===== src/rtl/maxhpc_fifo_drain.sv =====
// Read-side drain for a normal-mode FIFO: issues rd strobes on credit, absorbs
// the fixed read latency in a skid buffer and presents a valid/ready stream.
module maxhpc_fifo_drain #(
  parameter int DATA_WD = 8,
  parameter int RD_LAT  = 2   // 1 (FIFO output register off) or 2 (on)
) (
  input  logic                        clock,
  input  logic                        clear_n,
  output logic                        f_rd,
  input  logic [DATA_WD-1:0]          f_q,
  input  logic                        f_rempty,
  input  logic                        flush,
  output logic                        m_valid,
  input  logic                        m_ready,
  output logic [DATA_WD-1:0]          m_data,
  output logic [$clog2(RD_LAT+3)-1:0] level
);
  localparam int SKID_DEPTH = RD_LAT + 2;
  localparam int LVL_W      = $clog2(SKID_DEPTH + 1);
  localparam int PTR_W      = $clog2(SKID_DEPTH);

  logic [RD_LAT-1:0]  vld_pipe;
  logic [LVL_W-1:0]   inflight;
  logic [LVL_W-1:0]   count;
  logic [PTR_W-1:0]   wptr;
  logic [PTR_W-1:0]   rptr;
  logic [DATA_WD-1:0] mem [SKID_DEPTH];
  logic               ret;
  logic               push;
  logic               pop;

  function automatic logic [PTR_W-1:0] ptr_inc(input logic [PTR_W-1:0] p);
    return (p == PTR_W'(SKID_DEPTH - 1)) ? '0 : p + PTR_W'(1);
  endfunction

  always_comb begin
    inflight = '0;
    for (int i = 0; i < RD_LAT; i++) inflight = inflight + LVL_W'(vld_pipe[i]);
  end

  // Credit covers both buffered words and reads whose data has not landed yet,
  // so the skid buffer can never overflow even with m_ready held low.
  assign f_rd = clear_n && !f_rempty && !flush &&
                (({1'b0, inflight} + {1'b0, count}) < (LVL_W + 1)'(SKID_DEPTH));

  assign ret     = vld_pipe[RD_LAT-1];
  assign push    = ret && !flush;
  assign m_valid = (count != '0);
  assign pop     = m_valid && m_ready;
  assign m_data  = mem[rptr];
  assign level   = count;

  always_ff @(posedge clock or negedge clear_n) begin
    if (!clear_n) begin
      vld_pipe <= '0;
    end else if (flush) begin
      vld_pipe <= '0;
    end else begin
      vld_pipe[0] <= f_rd;
      for (int i = 1; i < RD_LAT; i++) vld_pipe[i] <= vld_pipe[i-1];
    end
  end

  always_ff @(posedge clock or negedge clear_n) begin
    if (!clear_n) begin
      count <= '0;
      wptr  <= '0;
      rptr  <= '0;
    end else if (flush) begin
      count <= '0;
      wptr  <= '0;
      rptr  <= '0;
    end else begin
      if (push) wptr <= ptr_inc(wptr);
      if (pop)  rptr <= ptr_inc(rptr);
      case ({push, pop})
        2'b10:   count <= count + LVL_W'(1);
        2'b01:   count <= count - LVL_W'(1);
        default: count <= count;
      endcase
    end
  end

  always_ff @(posedge clock or negedge clear_n) begin
    if (!clear_n) begin
      for (int i = 0; i < SKID_DEPTH; i++) mem[i] <= '0;
    end else if (push) begin
      mem[wptr] <= f_q;
    end
  end

endmodule

===== config.mk =====
export PLATFORM = sky130hd
export DESIGN_NAME = maxhpc_fifo_drain
export DESIGN_NICKNAME = d
export VERILOG_FILES = /design/src/rtl/maxhpc_fifo_drain.sv
export SDC_FILE = /design/constraint.sdc
export NUM_CORES = 1
export LEC_CHECK = 0
export BUFFER_PORTS_ARGS = -buffer_cell sky130_fd_sc_hd__buf_4
export CORE_UTILIZATION = 45
export DETAILED_ROUTE_END_ITERATION = 10
export HOLD_SLACK_MARGIN = 0.08
export PLACE_DENSITY = 0.61
export SYNTH_ARGS = -nofsm -noshare
export SYNTH_HDL_FRONTEND = slang
export SYNTH_SLANG_ARGS = --single-unit

===== constraint.sdc =====
create_clock -name clock -period 4.7 [get_ports clock]
set_input_delay 0.47 -clock clock [delete_from_list [all_inputs] [get_ports clock]]
set_output_delay 0.47 -clock clock [all_outputs]
set_load 0.005 [all_outputs]

==> results.md <==
- Fmax achieved: 426 MHz
- Worst EP arrival: between 2 and 3 ns
- Filler cells: between 300 and 400
- Share of cells above drive strength 1: 0.494
- Post-CTS setup buffer count: 0
- RSZ-0062 raised after global routing: no
- DP HPWL: 2700 microns
- Initial antenna violation count: 0
- Skew final: a little under 0.01 ns
- Mapped Area: 2170 sq um
- Worst vdd rail ir drop: roughly 0.22 mV
- Via/cell ratio: 5.76
- Worst-Margin Slew: around 0.6 ns
- Clock power frac: 0.258
- Total CTS buffers: 5
- Synth Net Count: between 150 and 200
- Largest net degree at the start of global routing: 43
- Family with the most delay on the worst path: simple AND/OR/NAND/NOR gates
- Max_cap viols: 0
- Area contributors post-synth: dfrtp_1 (47%), mux2_4 (22%), mux4_2 (8.3%)
- Crit path launch type: flip-flop
- Final ANT Viol Nets: 0
- Worst setup EP type: flip-flop
- First-pass GRT wire length: 6870 microns
- Min Hold Slack: 0.142 ns
- Initial core utilization: 0.482
- Status: finished, final reports clean
- Avg Inst Size Synth: about 16 sq um
- Avg WL per Cell: roughly 19 microns
- Power per Cell Area: around 390 nW/um^2
- Switch share: 0.286
- Worst Hold Class: primary input to asynchronous set/reset pin
- Critical path type: flip-flop to flip-flop
- Fin crit share: 0.499
- Clock transition at path regs: roughly 0.080 ns
- Finish-stage setup viols: 0
- CTS HTree Levels: 2
- DRT Pass-1 Iters: 4
- Worst reg2reg setup slack: 2.35 ns
- Gr ovfl total: 0
- Logic gate share of total power: 0.276
- Hold buffer count at CTS: 0
- FP Rows: 24
- Max clock buf depth: 2
- Clock latency on the worst-skew pair: about 0.3 ns
- Die Span Y: 71.5 microns
- Yosys reg bits: just over 40
- IO Pins: 26
- Cell taking the most area after synthesis: dfrtp_1
- Die width: a little over 70 microns
- Seq/Total Area, Yosys: 0.472
- Sum of buffers and inverters on the critical path: 0
- Antenna Diode Count: 0
- Slowest CP cell: dfrtp_1
- Gr usage total: 0.183
- IO Port Bufs: 25
- Share of the synthesized area in the top cell type: 0.472
- Post-layout util: 0.549
- Core Footprint: around 4500 sq um
- Sw Pwr: 274 uW
- CP required: 4.92 ns
- CTS tree: yes
- Final WL: about 4100 microns
- Synth Instances: about 140
- Yosys warnings: 0
- Hold Fails Final Rpt: 0
- DRC Markers: 0
- Seq. cell area: 1030 sq um
- Netlist cell types: 31
- Crit path largest cell delay: ~0.61 ns
- Final nets: about 180
- CP Max Fanout: 12
- Post_cts resized: 0
- Critical path, cell by cell: nor2b_4, nor2_1, fa_1, or3b_1, a31oi_1
- Period minus WS final: between 2 and 2.5 ns
- Seq pwr share: 0.466
- Area grow syn2layout: 13.9%
- Setup TNS: 0 ns
- Final Power: ~960 uW
- Die area: between 5000 and 6000 sq um
- Area of the multi-input gates: between 1000 and 1500 sq um
- Starting DRT DRC Count: between 100 and 150
- Clk root buf: clkbuf_8
- Worst setup margin: 2.35 ns
- Number of global-route vias before repair: between 1,000 and 1,500
- Pint: between 600 and 700 uW
- Routability cong.: slightly above 0.7
- Max_slew headroom: 0.596
- Sink Count: between 40 and 50
- Final Max Tran Viols: 0
- Vias: between 1,000 and 1,500
- P_leak: 1.26 nW
- Pre-CTS setup slack: approximately 2.4 ns
==> flip-flops by register name, summed over array words and instances, names as in the netlist <==
name and flops:
level 3, rptr 2, mem 32, vld_pipe 2
wptr 2
==> power groups by stage <==
stage	Clock (mW)	Sequential (mW)	Combinational, mW
floorplan	0	0.426	0.182
global placement	0	0.451	0.258
detailed placement	0	0.456	0.268
CTS	0.252	0.450	0.269
global route	0.266	0.456	0.289
finish	0.248	0.447	0.265
==> worst reg2reg max path: stages, from the launching register on <==
cell and delay, ns:
dfrtp_1 0.61, nor2b_4 0.53, nor2_1 0.10, fa_1 0.53, or3b_1 0.35, a31oi_1 0.14
==> cell usage in the layout, fill, tap and decap left out <==
cell,netlist,layout
dfrtp_1,41,41
mux2_4,32,32
buf_4,1,25
nor2_1,9,9
mux4_2,8,8
ha_1,6,6
clkbuf_8,0,6
nand2_8,4,4
a21oi_1,3,3
o21ai_1,3,3
xnor2_1,3,3
inv_1,2,2
a21o_1,2,2
nand2_1,2,2
a31oi_1,2,2
mux2i_1,2,2
o31ai_4,1,1
nor2b_4,1,1
or3_2,1,1
or4b_4,1,1
nor2b_1,1,1
or3b_1,1,1
a32oi_1,1,1
or3_1,1,1
and3_1,1,1
and3b_1,1,1
o311a_1,1,1
fa_1,1,1
clkinv_4,0,1
clkinv_2,0,1
==> cells by family after synthesis <==
family | count (synthesis) | share of synthesized area
AOI/OAI and AO/OA | 13 | 0.0449
buffers and inverters | 7 | 0.0253
and+or+nand+nor | 23 | 0.0887
adders and majority gates | 7 | 0.0438
muxes | 42 | 0.313
DFF | 41 | 0.472
xor gates and xnor gates | 3 | 0.0121
==> worst paths after layout <==
check | from | end | cells past startpoint
max | vld_pipe[1] | level[1] | 5
min | clear_n | mem[24] | 1
max reg2reg | vld_pipe[1] | level[1] | 5
min reg2reg | mem[14] | mem[14] | 1
max in group asynchronous | clear_n | wptr[0] | 1
min in group clock | f_rempty | vld_pipe[0] | 3
==> stage by stage <==
step | std cells | cell area [sq um]
after global routing | 216 | 2470
final | 216 | 2470
after detailed placement | 208 | 2380
after global placement | 208 | 2380
after CTS | 216 | 2470
after floorplan | 136 | 2170
==> routing by layer <==
layer  global-route usage  part of all wire  up-vias
li1                     -                 -      546
met1                0.247              0.45      655
met2                0.279              0.48       34
met3               0.0577             0.045        9
met4               0.0654             0.019        0
met5                    0                 0        -
==> cells in the mapped netlist <==
cell	number
buf_1	1
mux4_2	8
dfrtp_1	41
buf_12	1
buf_2	1
a21o_1	2
nor2_1	9
xnor2_1	3
o311a_1	1
o31ai_4	1
mux2_4	32
o21ai_1	3
or3_2	1
inv_1	2
or3_1	1
and3_1	1
a31oi_1	2
mux2i_1	2
fa_1	1
nor2b_1	1
a21oi_1	3
a32oi_1	1
nor2b_4	1
and3b_1	1
buf_6	1
ha_1	6
or3b_1	1
or4b_4	1
nand2_8	4
nand2_1	2
buf_4	1
==> area by class of cell <==
type,instances,share of cell area
Tap cell,52,0.0263
Clock inverter,2,0.00556
Clock buffer,6,0.0334
Inverter,2,0.00303
Multi-Input combinational cell,88,0.441
Sequential cell,41,0.415
Timing Repair Buffer,25,0.0758
No activity file was read; power rests on OpenSTA's default activity.
